[src/rtl/score_counter_rpt_pkg.sv]
// Shared definitions for the score counter: hold/repeat FSM encoding,
// default timing constants and a small integer helper.
package score_counter_rpt_pkg;

  typedef enum logic [1:0] {
    ST_IDLE = 2'd0,
    ST_HOLD = 2'd1,
    ST_RPT  = 2'd2
  } rpt_state_e;

  // Defaults assume a 50 MHz clock: 0.5 s before repeat, then 10 steps/s.
  localparam int HOLD_CYC_DEF = 25000000;
  localparam int RPT_CYC_DEF  = 5000000;

  function automatic int max_int(input int a, input int b);
    return (a > b) ? a : b;
  endfunction

endpackage

[src/rtl/score_counter_rpt_btn_repeat.sv]
// Button edge detect plus press-and-hold auto-repeat.
// Emits single-cycle, mutually exclusive inc_o/dec_o requests.
//
//  state   | meaning
//  --------+------------------------------------------------------------
//  IDLE    | no button being tracked; waiting for a clean single press
//  HOLD    | button pressed, counting towards the first repeat
//  RPT     | auto-repeat active, one step every RPT_CYC cycles
module btn_repeat
  import score_counter_rpt_pkg::*;
#(
  parameter int HOLD_CYC = HOLD_CYC_DEF,
  parameter int RPT_CYC  = RPT_CYC_DEF
) (
  input  logic clk_i,
  input  logic rst_n_i,
  input  logic up_i,
  input  logic down_i,
  input  logic abort_i,
  output logic inc_o,
  output logic dec_o
);

  localparam int TW = $clog2(max_int(HOLD_CYC, RPT_CYC) + 1);
  localparam logic [TW-1:0] HOLD_T = TW'(HOLD_CYC);
  localparam logic [TW-1:0] RPT_T  = TW'(RPT_CYC);
  localparam logic [TW-1:0] ONE_T  = TW'(1);

  rpt_state_e    state_q;
  logic [TW-1:0] timer_q;
  logic          up_q;
  logic          down_q;
  logic          live_q;
  logic          dir_up_q;

  logic press_up;
  logic press_dn;
  logic held;
  logic fire;

  // Press qualification, hold tracking and the step request decode.
  // live_q masks the first cycle out of reset: the edge registers clear to 0,
  // so a button still held through reset would otherwise look like a new press.
  always_comb begin
    press_up = live_q & up_i & ~up_q & ~down_i;
    press_dn = live_q & down_i & ~down_q & ~up_i;
    held     = dir_up_q ? (up_i & ~down_i) : (down_i & ~up_i);
    fire     = 1'b0;
    case (state_q)
      ST_HOLD: fire = held & (timer_q == HOLD_T);
      ST_RPT:  fire = held & (timer_q == RPT_T);
      default: fire = 1'b0;
    endcase
    inc_o = 1'b0;
    dec_o = 1'b0;
    if (!abort_i) begin
      if (state_q == ST_IDLE) begin
        inc_o = press_up;
        dec_o = press_dn;
      end else if (fire) begin
        inc_o = dir_up_q;
        dec_o = ~dir_up_q;
      end
    end
  end

  // Edge registers, timer and hold FSM state.
  always_ff @(posedge clk_i) begin
    if (!rst_n_i) begin
      up_q     <= 1'b0;
      down_q   <= 1'b0;
      live_q   <= 1'b0;
      dir_up_q <= 1'b0;
      state_q  <= ST_IDLE;
      timer_q  <= '0;
    end else begin
      up_q   <= up_i;
      down_q <= down_i;
      live_q <= 1'b1;
      if (abort_i) begin
        state_q <= ST_IDLE;
        timer_q <= '0;
      end else begin
        case (state_q)
          ST_IDLE: begin
            if (press_up || press_dn) begin
              state_q  <= ST_HOLD;
              timer_q  <= ONE_T;
              dir_up_q <= press_up;
            end
          end
          ST_HOLD: begin
            if (!held) begin
              state_q <= ST_IDLE;
              timer_q <= '0;
            end else if (timer_q == HOLD_T) begin
              state_q <= ST_RPT;
              timer_q <= ONE_T;
            end else begin
              timer_q <= timer_q + ONE_T;
            end
          end
          ST_RPT: begin
            if (!held) begin
              state_q <= ST_IDLE;
              timer_q <= '0;
            end else if (timer_q == RPT_T) begin
              timer_q <= ONE_T;
            end else begin
              timer_q <= timer_q + ONE_T;
            end
          end
          default: begin
            state_q <= ST_IDLE;
            timer_q <= '0;
          end
        endcase
      end
    end
  end

endmodule

[src/rtl/score_counter_rpt.sv]
// Up/down score counter with saturate or wrap at the limits, clear/load,
// registered limit flags and a step strobe. Button timing lives in btn_repeat.
module score_counter_rpt
  import score_counter_rpt_pkg::*;
#(
  parameter int BW       = 7,
  parameter int MAX_VAL  = 99,
  parameter int WRAP     = 0,
  parameter int HOLD_CYC = HOLD_CYC_DEF,
  parameter int RPT_CYC  = RPT_CYC_DEF
) (
  input  logic          clk_i,
  input  logic          rst_n_i,
  input  logic          up_i,
  input  logic          down_i,
  input  logic          clr_i,
  input  logic          load_i,
  input  logic [BW-1:0] load_val_i,
  output logic [BW-1:0] counter_val_o,
  output logic          at_max_o,
  output logic          at_min_o,
  output logic          step_o
);

  localparam logic [BW-1:0] MAX_V = BW'(MAX_VAL);

  if (MAX_VAL >= (1 << BW)) begin : g_bad_max
    $error("score_counter_rpt: MAX_VAL does not fit in BW bits");
  end
  if (HOLD_CYC < 2) begin : g_bad_hold
    $error("score_counter_rpt: HOLD_CYC must be at least 2");
  end
  if (RPT_CYC < 1) begin : g_bad_rpt
    $error("score_counter_rpt: RPT_CYC must be at least 1");
  end

  logic          inc;
  logic          dec;
  logic [BW-1:0] cnt_q;
  logic [BW-1:0] cnt_nxt;
  logic          step_nxt;
  logic          at_max_q;
  logic          at_min_q;
  logic          step_q;

  btn_repeat #(
    .HOLD_CYC (HOLD_CYC),
    .RPT_CYC  (RPT_CYC)
  ) u_btn (
    .clk_i   (clk_i),
    .rst_n_i (rst_n_i),
    .up_i    (up_i),
    .down_i  (down_i),
    .abort_i (clr_i | load_i),
    .inc_o   (inc),
    .dec_o   (dec)
  );

  // Next count: clear beats load beats a step; limits either hold or wrap.
  always_comb begin
    cnt_nxt  = cnt_q;
    step_nxt = 1'b0;
    if (clr_i) begin
      cnt_nxt = '0;
    end else if (load_i) begin
      cnt_nxt = (load_val_i > MAX_V) ? MAX_V : load_val_i;
    end else if (inc) begin
      if (cnt_q == MAX_V) begin
        if (WRAP != 0) begin
          cnt_nxt  = '0;
          step_nxt = 1'b1;
        end
      end else begin
        cnt_nxt  = cnt_q + BW'(1);
        step_nxt = 1'b1;
      end
    end else if (dec) begin
      if (cnt_q == '0) begin
        if (WRAP != 0) begin
          cnt_nxt  = MAX_V;
          step_nxt = 1'b1;
        end
      end else begin
        cnt_nxt  = cnt_q - BW'(1);
        step_nxt = 1'b1;
      end
    end
  end

  // Count register; flags are decoded from the next value so they change
  // in the same edge as the count and never glitch on the outputs.
  always_ff @(posedge clk_i) begin
    if (!rst_n_i) begin
      cnt_q    <= '0;
      at_max_q <= 1'b0;
      at_min_q <= 1'b1;
      step_q   <= 1'b0;
    end else begin
      cnt_q    <= cnt_nxt;
      at_max_q <= (cnt_nxt == MAX_V);
      at_min_q <= (cnt_nxt == '0);
      step_q   <= step_nxt;
    end
  end

  assign counter_val_o = cnt_q;
  assign at_max_o      = at_max_q;
  assign at_min_o      = at_min_q;
  assign step_o        = step_q;

endmodule

[config.mk]
export PLATFORM = sky130hd
export DESIGN_NAME = score_counter_rpt
export DESIGN_NICKNAME = d
export VERILOG_FILES = /design/src/rtl/score_counter_rpt_pkg.sv /design/src/rtl/score_counter_rpt_btn_repeat.sv /design/src/rtl/score_counter_rpt.sv
export SDC_FILE = /design/constraint.sdc
export NUM_CORES = 1
export LEC_CHECK = 0
export BUFFER_PORTS_ARGS = -buffer_cell sky130_fd_sc_hd__buf_2
export CORE_UTILIZATION = 40
export DETAILED_ROUTE_END_ITERATION = 8
export GPL_ROUTABILITY_DRIVEN = 1
export PLACE_DENSITY = 0.58
export SETUP_SLACK_MARGIN = 0.02
export SLEW_MARGIN = 15
export SYNTH_ARGS = -nofsm -noshare
export SYNTH_HDL_FRONTEND = slang
export SYNTH_SLANG_ARGS = --single-unit
[constraint.sdc]
create_clock -name clk_i -period 3.8 [get_ports clk_i]
set_clock_uncertainty 0.1 [all_clocks]
set_input_delay 0.19 -clock clk_i [delete_from_list [all_inputs] [get_ports clk_i]]
set_output_delay 0.19 -clock clk_i [all_outputs]
set_load 0.01 [all_outputs]
==> out/qor.yml, run 1 <==
outcome:
  outcome: "finished clean"
yosys:
  synthesis.yosys.warnings: 0
  synth-edff-count: 0
  synth_largest_type_area_fraction: 0.329
  count_of_distinct_cell_types_in_the_synthesized_netlist: 54
  netlist.top_cell.by_area: "sky130_fd_sc_hd__dfxtp_1"
  seq_area_frac_synth: 0.329
  synth-seq-cells: 41
  ys.flop_type: "sky130_fd_sc_hd__dfxtp_1"
  syn_nets: 323
  synth_async_sr_flop_share: 0
  post_synth_most_frequent_cells: "sky130_fd_sc_hd__nor2_1 (46), sky130_fd_sc_hd__dfxtp_1 (41), sky130_fd_sc_hd__nand2_1 (27)"
  synth.top_cells.by_area: "sky130_fd_sc_hd__dfxtp_1 (33%), sky130_fd_sc_hd__nor2_1 (6.9%), sky130_fd_sc_hd__xor2_1 (6.0%)"
  syn-instance-count: 301
  synthesis.area_per_instance_um2: 8.28
  synth_most_common_cell: "sky130_fd_sc_hd__nor2_1"
  mappedNetlistArea_mm2: 0.00249
worst_hold_path:
  hold_sp: "rst_n_i"
  holdCritPathClass: "input port to register"
grt:
  grt_start_max_net_pins: 24
  grt.total_usage: 0.185
  wire_length_of_the_first_global_routing_pass_um: 9310
  grt_pass1_vias: 1910
  initial_antenna_violation_count: 0
  global_route.overflow_total: 0
clock_network:
  path_clk_slew_ns: 0.08
  ctsRootBufferMaster: "sky130_fd_sc_hd__clkbuf_8"
  post_cts_resized: 0
  post_cts_buffers: 0
  holdBufCountCts: 0
  ctsHtreeMaxLevel: 2
  clock_insertion_delay_worst_skew_ns: 0.30
  tritoncts.num_buffers: 5
  cts_tree: "built"
  cts.sink_count: 41
  clockBufferDepth: 2
die:
  design.portCount: 23
  die_area_mm2: 0.00655
  die_width_um: 80.9
  placeable_core_region_mm2: 0.00596
  floorplan.die.height_um: 80.9
  start_util: 0.418
  row_count: 28
power_and_ir_drop:
  power.density_mw_per_mm2: 319
  max-vdd-ir-drop_uv: 210
  power.static_leakage_nw: 1.08
timing:
  final-setup-viol-count: 0
  drv_slew: 0
  count_of_endpoints_failing_hold_in_the_final_timing_report: 0
  grt_setup_unrepaired: "false"
  clock.fmax_ghz: 0.332
  final.period_utilization: 0.793
  worst_pin_slew_ns: 0.736
  setup-tns-final_ns: 0
  worst_slack_ns: 0.786
  final.hold.worst_slack_ns: 0.0216
  relSlewSlack: 0.510
  period_needed_ns: 3.01
critical_path:
  worstSetupEndpointType: "register"
  worstReg2RegStart: "u_btn.timer_q[0]$_SDFFE_PP0P_"
  critical_path_required_ns: 3.89
  critical_path_arrival_ns: 3.10
  critPathLaunch: "u_btn.timer_q[0]$_SDFFE_PP0P_"
  path_class: "register to register"
  crit_path_max_fanout: 7
  worstSetupStartpointType: "register"
finish:
  post_route_cells_drive_above_1_share: 0.133
  design.final.nets: 344
  antenna-diode-count: 0
  area_growth_syn_to_layout_pct: 11.4
  num-fill-cells: 623
job:
  drv_cap: 0
routing:
  detail_route.first_pass.iterations: 4
  vias_per_cell: 5.49
  wl_per_cell_um: 14.5
  post-route-drc-count: 0
  detailroute.via_count: 2185
  drtAntennaViolNets: 0
  dr.first_iter.drc_count: 162
  drt-total-wl_um: 5750
placement:
  place.gp.congestion: 0.878
  hpwlAfterDp_um: 4260
  post-place-ws_ns: 0.830
  io_port_bufs: 22
## metal layers
| layer | vias up | track usage | part of all wire | wire (um) |
|---|---|---|---|---|
| li1 | 1124 | - | - | - |
| met1 | 1015 | 0.272 | 0.52 | 2980 |
| met2 | 39 | 0.269 | 0.43 | 2480 |
| met3 | 7 | 0.0337 | 0.040 | 232 |
| met4 | 0 | 0.0607 | 0.011 | 61 |
| met5 | - | 0 | 0 | 0 |
## sequential cells by signal, summed over array words and instances, names as in the netlist
register	flops
u_btn.dir_up_q	1
u_btn.live_q	1
at_min_o	1
step_o	1
counter_val_o	7
at_max_o	1
u_btn.down_q	1
u_btn.timer_q	25
u_btn.up_q	1
u_btn.state_q	2
## area by class of cell
cell class,instances,area (um2),area share
inverters,14,52.6,0.0189
clock inverters,3,46.3,0.0167
flip-flops and latches,41,821,0.296
repair buffers,22,110,0.0397
well taps,75,93.8,0.0338
clock buffers,5,68.8,0.0248
multi-input cells,238,1580,0.571
## cells by family (layout without fill, tap and decap cells)
group,after synthesis,count (layout),share of synthesized area
AOI/OAI and AO/OA,54,54,0.175
xor gates and xnor gates,23,23,0.0808
adders and majority gates,9,9,0.0452
buffers and inverters,22,44,0.0351
DFF,41,41,0.329
muxes,4,4,0.0181
and+or+nand+nor,148,148,0.316
## stage by stage
| step | instance area [um2] | total power [mW] | instances | utilization |
|---|---|---|---|---|
| final | 2780 | 0.885 | 398 | 0.466 |
| after global routing | 2780 | 0.926 | 398 | 0.466 |
| after CTS | 2780 | 0.899 | 398 | 0.466 |
| after detailed placement | 2660 | 0.538 | 390 | 0.447 |
| after global placement | 2660 | 0.538 | 390 | 0.447 |
| after floorplan | 2490 | 0.512 | 301 | - |
## worst paths after layout
kind	endpoint	slack, ns	cells past startpoint
hold / removal	u_btn.live_q$_DFF_P_	0.02	1
setup reg to reg	at_max_o$_SDFF_PN0_	0.79	10
setup / recovery	at_max_o$_SDFF_PN0_	0.79	10
hold reg to reg	u_btn.timer_q[11]$_SDFFE_PP0P_	0.41	2
## report_power, final
group          leakage, nW  switching, mW  internal, mW
registers            0.332        0.00880         0.436
logic                0.696         0.0508        0.0332
clock network       0.0543          0.160         0.197
total                 1.08          0.219         0.666
## worst max-delay path, stage by stage, from the launching register on
cell                       delay [ns]
sky130_fd_sc_hd__dfxtp_1         0.37
sky130_fd_sc_hd__inv_1           0.08
sky130_fd_sc_hd__ha_1            0.14
sky130_fd_sc_hd__or4bb_1         0.52
sky130_fd_sc_hd__nor4_4          0.24
sky130_fd_sc_hd__o2111a_2        0.34
sky130_fd_sc_hd__o211a_1         0.25
sky130_fd_sc_hd__nand3_1         0.10
sky130_fd_sc_hd__a22oi_1         0.38
sky130_fd_sc_hd__nand2_1         0.09
sky130_fd_sc_hd__nor4_1          0.30
## cell usage in the layout, fill, tap and decap left out, types with 4 or more instances in the layout
master                     instances
sky130_fd_sc_hd__xor2_1           17
sky130_fd_sc_hd__ha_1              9
sky130_fd_sc_hd__nand4_1           6
sky130_fd_sc_hd__dfxtp_1          41
sky130_fd_sc_hd__nor3b_1           5
sky130_fd_sc_hd__o31ai_1           4
sky130_fd_sc_hd__o21ai_1           4
sky130_fd_sc_hd__inv_1            14
sky130_fd_sc_hd__nor3_1            7
sky130_fd_sc_hd__nand2_1          27
sky130_fd_sc_hd__buf_2            22
sky130_fd_sc_hd__xnor2_1           6
sky130_fd_sc_hd__nand3_1          16
sky130_fd_sc_hd__nor2_1           46
sky130_fd_sc_hd__clkbuf_8          5
sky130_fd_sc_hd__and2_1            8
sky130_fd_sc_hd__a21o_1            4
sky130_fd_sc_hd__a21oi_1          11
sky130_fd_sc_hd__and3_1           11
No activity file was read; power rests on OpenSTA's default activity.
==> run 2, diff against run 1 <==
==> constraint.sdc (replaced) <==
create_clock -name clk_i -period 3.1 [get_ports clk_i]
set_clock_uncertainty 0.1 [all_clocks]
set_input_delay 0.155 -clock clk_i [delete_from_list [all_inputs] [get_ports clk_i]]
set_output_delay 0.155 -clock clk_i [all_outputs]
set_load 0.01 [all_outputs]
==> out/qor.yml, run 2 (same netlist as run 1, synthesis figures left out) <==
outcome:
  outcome: "finished clean"  # unchanged
timing:
  grt_setup_unrepaired: "false"  # unchanged
  setup-tns-final_ns: 0  # unchanged
  final.hold.worst_slack_ns: 0.0100  # was 0.0216 ns
  drv_slew: 0  # unchanged
  relSlewSlack: 0.508  # was 0.510
  final-setup-viol-count: 0  # unchanged
  period_needed_ns: 2.91  # was 3.01 ns
  worst_slack_ns: 0.193  # was 0.786 ns
  clock.fmax_ghz: 0.344  # was 0.332 GHz
  worst_pin_slew_ns: 0.736  # about the same
  final.period_utilization: 0.938  # was 0.793
  count_of_endpoints_failing_hold_in_the_final_timing_report: 0  # unchanged
critical_path:
  critical_path_required_ns: 3.22  # was 3.89 ns
  rr_endpoint: "at_max_o$_SDFF_PN0_"  # unchanged
  timing.critical_path.depth: 11  # was 10
  critPathTopFamily: "simple AND/OR/NAND/NOR gates"  # unchanged
  reg2reg_slack_ns: 0.19  # was 0.79 ns
  critPathLaunch: "u_btn.timer_q[0]$_SDFFE_PP0P_"  # unchanged
  cpMaxStageDelayCell: "sky130_fd_sc_hd__or4bb_4"  # was sky130_fd_sc_hd__or4bb_1
  reg2regPathDepth: 11  # was 10
  crit_path_max_fanout: 5  # was 7
  critical_path_arrival_ns: 3.02  # was 3.10 ns
  crit_end: "at_max_o$_SDFF_PN0_"  # unchanged
  worstSetupEndpointType: "register"  # unchanged
  cp.buffers_inverters: 2  # was 1
  worstSetupStartpointType: "register"  # unchanged
  critical_path_s_largest_stage_delay_ns: 0.47  # was 0.52 ns
  path_class: "register to register"  # unchanged
  worstReg2RegStart: "u_btn.timer_q[0]$_SDFFE_PP0P_"  # unchanged
  crit_chain: "inv_1, ha_1, or4bb_4, nor4_4, o2111a_2, buf_4, o2111ai_2, mux2_4, a31oi_4, nand3_2, nor4_2"  # was inv_1, ha_1, or4bb_1, nor4_4, o2111a_2, o211a_1, nand3_1, a22oi_1, nand2_1, nor4_1
grt:
  wire_length_of_the_first_global_routing_pass_um: 10100  # was 9310 um
  grt.total_usage: 0.203  # was 0.185
  grt_start_max_net_pins: 24  # unchanged
  initial_antenna_violation_count: 0  # unchanged
  global_route.overflow_total: 0  # unchanged
  grt_pass1_vias: 2053  # was 1910
clock_network:
  ctsHtreeMaxLevel: 2  # unchanged
  ctsRootBufferMaster: "sky130_fd_sc_hd__clkbuf_8"  # unchanged
  tritoncts.num_buffers: 5  # unchanged
  clock_insertion_delay_worst_skew_ns: 0.30  # about the same
  cts_tree: "built"  # unchanged
  clockBufferDepth: 2  # unchanged
  cts.sink_count: 41  # unchanged
  path_clk_slew_ns: 0.09  # was 0.08 ns
finish:
  final_core_area_utilization: 0.494  # was 0.466
  layout.cells.most_common_list: "sky130_fd_sc_hd__nor2_1 (46), sky130_fd_sc_hd__dfxtp_1 (40), sky130_fd_sc_hd__nand2_1 (27), sky130_fd_sc_hd__buf_2 (22), sky130_fd_sc_hd__xor2_1 (17)"  # was sky130_fd_sc_hd__nor2_1 (46), sky130_fd_sc_hd__dfxtp_1 (41), sky130_fd_sc_hd__nand2_1 (27), sky130_fd_sc_hd__buf_2 (22), sky130_fd_sc_hd__xor2_1 (17)
  final_area_mm2: 0.00294  # was 0.00278 mm2
  antenna-diode-count: 0  # unchanged
  regMostFlops: "u_btn.timer_q"  # unchanged
  area.sequential_um2: 822  # was 821 um2
  area_growth_syn_to_layout_pct: 18.1  # was 11.4%
  num-fill-cells: 597  # was 623
  post_route_cells_drive_above_1_share: 0.182  # was 0.133
  flip_flop_count_of_the_largest_register_all_copies_and_words_added: 25  # unchanged
  multiInputGateArea_mm2: 0.00163  # was 0.00158 mm2
  design.final.nets: 357  # was 344
  fin_cells: 411  # was 398
  layout_commonest_cell: "sky130_fd_sc_hd__nor2_1"  # unchanged
die:
  row_count: 28  # unchanged
  design.portCount: 23  # unchanged
  placeable_core_region_mm2: 0.00596  # unchanged
  die_width_um: 80.9  # unchanged
  start_util: 0.418  # unchanged
  floorplan.die.height_um: 80.9  # unchanged
  die_area_mm2: 0.00655  # unchanged
routing:
  vias_per_cell: 5.56  # was 5.49
  drtAntennaViolNets: 0  # unchanged
  dr.first_iter.drc_count: 109  # was 162
  detail_route.first_pass.iterations: 4  # unchanged
  drt-total-wl_um: 6080  # was 5750 um
  detailroute.via_count: 2287  # was 2185
  wl_per_cell_um: 14.8  # was 14.5 um
  post-route-drc-count: 0  # unchanged
placement:
  io_port_bufs: 22  # unchanged
  post-place-ws_ns: 0.191  # was 0.830 ns
  dpl.cell_count: 397  # was 390
  hpwlAfterDp_um: 4450  # was 4260 um
  dpl_cell_area_mm2: 0.00271  # was 0.00266 mm2
  place.gp.congestion: 0.956  # was 0.878
power_and_ir_drop:
  power.density_mw_per_mm2: 402  # was 319 mW/mm2
  total_power_mw: 1.18  # was 885 uW
  power.static_leakage_nw: 1.15  # was 1.08 nW
  max-vdd-ir-drop_uv: 189  # was 210 uV
job:
  drv_cap: 0  # unchanged
worst_hold_path:
  holdCritPathClass: "input port to register"  # unchanged
  whs_path_depth: 2  # was 1
## run 2: timing repair
action | in CTS | in global routing
setup endpoints to repair | 0 | 2
resized for setup | 0 | 9
hold buffers | 1 | 0
setup buffers | 0 | 5
hold endpoints to repair | 2 | 0
## run 2: final cells by class
type,count,area share
Clock inverter,3,0.0234
Multi-Input combinational cell,238,0.553
Clock buffer,5,0.0234
Tap cell,75,0.0319
Timing Repair Buffer,35,0.0714
Sequential cell,41,0.279
Inverter,14,0.0178
## run 2: how the worst min path moves through the flow
stage               startpoint                 endpoint  slack (ns)
finish                  down_i  u_btn.down_q$_SDFF_PN0_        0.01
global route              up_i    u_btn.up_q$_SDFF_PN0_        0.02
CTS                     down_i  u_btn.down_q$_SDFF_PN0_       0.006
detailed placement     rst_n_i     u_btn.live_q$_DFF_P_        0.28
global placement       rst_n_i     u_btn.live_q$_DFF_P_        0.28
floorplan              rst_n_i     u_btn.live_q$_DFF_P_        0.08
## run 2: report_power, final
part	internal (mW)	switching, mW	leakage, nW
Clock	0.324	0.201	0.0687
Sequential	0.534	0.0103	0.333
Combinational	0.0452	0.0669	0.753
## run 2: layer usage
metal	vias to the layer above	GRT usage	wire, um
met2	43	0.297	2680
met3	9	0.0371	193
met5	-	0	0
li1	1151	-	-
met1	1084	0.302	3140
met4	0	0.0500	63
==> run 3, diff against run 2 <==
--- a/config.mk
+++ b/config.mk
@@ -6,10 +6,10 @@
 export NUM_CORES = 1
 export LEC_CHECK = 0
 export BUFFER_PORTS_ARGS = -buffer_cell sky130_fd_sc_hd__buf_2
-export CORE_UTILIZATION = 40
+export CORE_UTILIZATION = 59
 export DETAILED_ROUTE_END_ITERATION = 8
 export GPL_ROUTABILITY_DRIVEN = 1
-export PLACE_DENSITY = 0.58
+export PLACE_DENSITY = 0.8
 export SETUP_SLACK_MARGIN = 0.02
 export SLEW_MARGIN = 15
 export SYNTH_ARGS = -nofsm -noshare
==> constraint.sdc (replaced) <==
create_clock -name clk_i -period 2.7 [get_ports clk_i]
set_clock_uncertainty 0.1 [all_clocks]
set_input_delay 0.135 -clock clk_i [delete_from_list [all_inputs] [get_ports clk_i]]
set_output_delay 0.135 -clock clk_i [all_outputs]
set_load 0.01 [all_outputs]
==> out/qor.yml, run 3 (same netlist as run 1, synthesis figures left out) <==
outcome:
  outcome: "finished, violations left"  # was finished clean
  failed_checks: "negative setup slack"
routing:
  post-route-drc-count: 0  # unchanged
  drt-total-wl_um: 6270  # was 6080 um
  detail_route.first_pass.iterations: 5  # was 4
  wl_per_cell_um: 15.1  # was 14.8 um
  drtAntennaViolNets: 0  # unchanged
  dr.first_iter.drc_count: 127  # was 109
  detailroute.via_count: 2473  # was 2287
  vias_per_cell: 5.96  # was 5.56
finish:
  fin_cells: 415  # was 411
  post_route_cells_drive_above_1_share: 0.241  # was 0.182
  regMostFlops: "u_btn.timer_q"  # unchanged
  final_core_area_utilization: 0.776  # was 0.494
  layout.cells.most_common_list: "sky130_fd_sc_hd__nor2_1 (46), sky130_fd_sc_hd__dfxtp_1 (40), sky130_fd_sc_hd__buf_4 (37), sky130_fd_sc_hd__nand2_1 (27), sky130_fd_sc_hd__buf_2 (22)"  # was sky130_fd_sc_hd__nor2_1 (46), sky130_fd_sc_hd__dfxtp_1 (40), sky130_fd_sc_hd__nand2_1 (27), sky130_fd_sc_hd__buf_2 (22), sky130_fd_sc_hd__xor2_1 (17)
  layout_commonest_cell: "sky130_fd_sc_hd__nor2_1"  # unchanged
  final_area_mm2: 0.00313  # was 0.00294 mm2
  num-fill-cells: 305  # was 597
  design.final.nets: 386  # was 357
  antenna-diode-count: 0  # unchanged
  area_growth_syn_to_layout_pct: 25.5  # was 18.1%
  flip_flop_count_of_the_largest_register_all_copies_and_words_added: 25  # unchanged
job:
  drv_cap: 0  # unchanged
clock_network:
  clock_insertion_delay_worst_skew_ns: 0.31  # was 0.30 ns
  ctsHtreeMaxLevel: 2  # unchanged
  clockBufferDepth: 2  # unchanged
  ctsRootBufferMaster: "sky130_fd_sc_hd__clkbuf_8"  # unchanged
  path_clk_slew_ns: 0.08  # was 0.09 ns
  tritoncts.num_buffers: 5  # unchanged
  cts_tree: "built"  # unchanged
  cts.sink_count: 41  # unchanged
worst_hold_path:
  whs_path_depth: 5  # was 2
  hold_sp: "load_val_i[4]"  # was down_i
  hold_end: "counter_val_o[4]$_SDFF_PN0_"  # was u_btn.down_q$_SDFF_PN0_
  holdCritPathClass: "input port to register"  # unchanged
timing:
  setup-tns-final_ns: -0.132  # was 0 ns
  grt_setup_unrepaired: "true"  # was false
  relSlewSlack: 0.636  # was 0.508
  final-setup-viol-count: 2  # was 0
  final.hold.worst_slack_ns: 0.161  # was 0.0100 ns
  drv_slew: 0  # unchanged
  count_of_endpoints_failing_hold_in_the_final_timing_report: 0  # unchanged
  worst_slack_ns: -0.0929  # was 0.193 ns
  worst_pin_slew_ns: 0.539  # was 0.736 ns
  period_needed_ns: 2.79  # was 2.91 ns
  clock.fmax_ghz: 0.358  # was 0.344 GHz
  final.period_utilization: 1.03  # was 0.938
die:
  row_count: 23  # was 28
  die_width_um: 67.0  # was 80.9 um
  placeable_core_region_mm2: 0.00403  # was 0.00596 mm2
  die_area_mm2: 0.00449  # was 0.00655 mm2
  start_util: 0.619  # was 0.418
  floorplan.die.height_um: 67.0  # was 80.9 um
  design.portCount: 23  # unchanged
placement:
  dpl.cell_count: 400  # was 397
  hpwlAfterDp_um: 4760  # was 4450 um
  dpl_cell_area_mm2: 0.00291  # was 0.00271 mm2
  io_port_bufs: 22  # unchanged
  post-place-ws_ns: -0.0849  # was 0.191 ns
  place.gp.congestion: 0.987  # was 0.956
grt:
  grt.total_usage: 0.304  # was 0.203
  wire_length_of_the_first_global_routing_pass_um: 10100  # unchanged
  global_route.overflow_total: 0  # unchanged
  grt_pass1_vias: 2278  # was 2053
  grt_start_max_net_pins: 24  # unchanged
  initial_antenna_violation_count: 0  # unchanged
critical_path:
  rr_endpoint: "at_min_o$_SDFF_PN1_"  # was at_max_o$_SDFF_PN0_
  worstReg2RegStart: "u_btn.timer_q[0]$_SDFFE_PP0P_"  # unchanged
  crit_path_max_fanout: 4  # was 5
  reg2reg_slack_ns: -0.09  # was 0.19 ns
  path_class: "register to register"  # unchanged
  critical_path_arrival_ns: 2.89  # was 3.02 ns
  worstSetupEndpointType: "register"  # unchanged
  reg2regPathDepth: 10  # was 11
  worstSetupStartpointType: "register"  # unchanged
  critical_path_required_ns: 2.80  # was 3.22 ns
power_and_ir_drop:
  power.density_mw_per_mm2: 439  # was 402 mW/mm2
  power.static_leakage_nw: 1.32  # was 1.15 nW
  total_power_mw: 1.37  # was 1.18 mW
  max-vdd-ir-drop_uv: 380  # was 189 uV
run 3: cell types whose count changed in the layout (fill, tap and decap cells not counted), sizes merged:
cell | before | now
buf | 34 | 61
dlygate4sd3 | 1 | 3
run 3: final cells by class:
cell class	instances	area, um2	share of cell area
multi-input combinational	238	1600	0.513
timing repair buffer	64	449	0.144
sequential	41	822	0.263
tap	50	62.6	0.0200
inverter	14	52.6	0.0168
clock inverter	3	68.8	0.0220
clock buffer	5	68.8	0.0220
run 3: repair_timing:
action | in CTS | in global routing
setup buffers | 1 | 3
pin swaps | 2 | 6
hold buffers | 3 | 0
endpoints found under the hold margin | 4 | 0
gates resized for setup | 2 | 4
setup endpoints to repair | 4 | 9
run 3: layer usage:
metal | track usage | up-vias | wire length (um)
li1 | - | 1211 | -
met1 | 0.356 | 1157 | 2630
met2 | 0.535 | 93 | 3250
met3 | 0.0531 | 12 | 302
met4 | 0.133 | 0 | 87
met5 | 0 | - | 0
run 3: critical path: stages, from the launching register on:
cell	delay (ns)
sky130_fd_sc_hd__dfxtp_2	0.33
sky130_fd_sc_hd__inv_1	0.05
sky130_fd_sc_hd__ha_1	0.13
sky130_fd_sc_hd__or4bb_4	0.53
sky130_fd_sc_hd__nor4_4	0.19
sky130_fd_sc_hd__o2111a_2	0.28
sky130_fd_sc_hd__o2111ai_2	0.12
sky130_fd_sc_hd__mux2_4	0.33
sky130_fd_sc_hd__a31oi_4	0.17
sky130_fd_sc_hd__nand3_2	0.11
sky130_fd_sc_hd__o41ai_2	0.33
run 3: worst max path at each step:
stage                                             start                   to  slack, ns  depth (start not counted)
final                     u_btn.timer_q[0]$_SDFFE_PP0P_  at_min_o$_SDFF_PN1_      -0.09                         10
after global routing      u_btn.timer_q[0]$_SDFFE_PP0P_  at_min_o$_SDFF_PN1_      -0.22                         10
after CTS                 u_btn.timer_q[0]$_SDFFE_PP0P_  at_min_o$_SDFF_PN1_      -0.11                         10
after detailed placement  u_btn.timer_q[0]$_SDFFE_PP0P_  at_min_o$_SDFF_PN1_      -0.08                         10
after global placement    u_btn.timer_q[0]$_SDFFE_PP0P_  at_min_o$_SDFF_PN1_      0.005                         10
after floorplan           u_btn.timer_q[0]$_SDFFE_PP0P_  at_min_o$_SDFF_PN1_      -0.05                         10
run 3: power breakdown:
part	leakage, nW	total (mW)	internal, mW	switching, mW
registers	0.333	0.622	0.613	0.00913
clock network	0.0687	0.607	0.372	0.235
logic	0.923	0.144	0.0626	0.0813
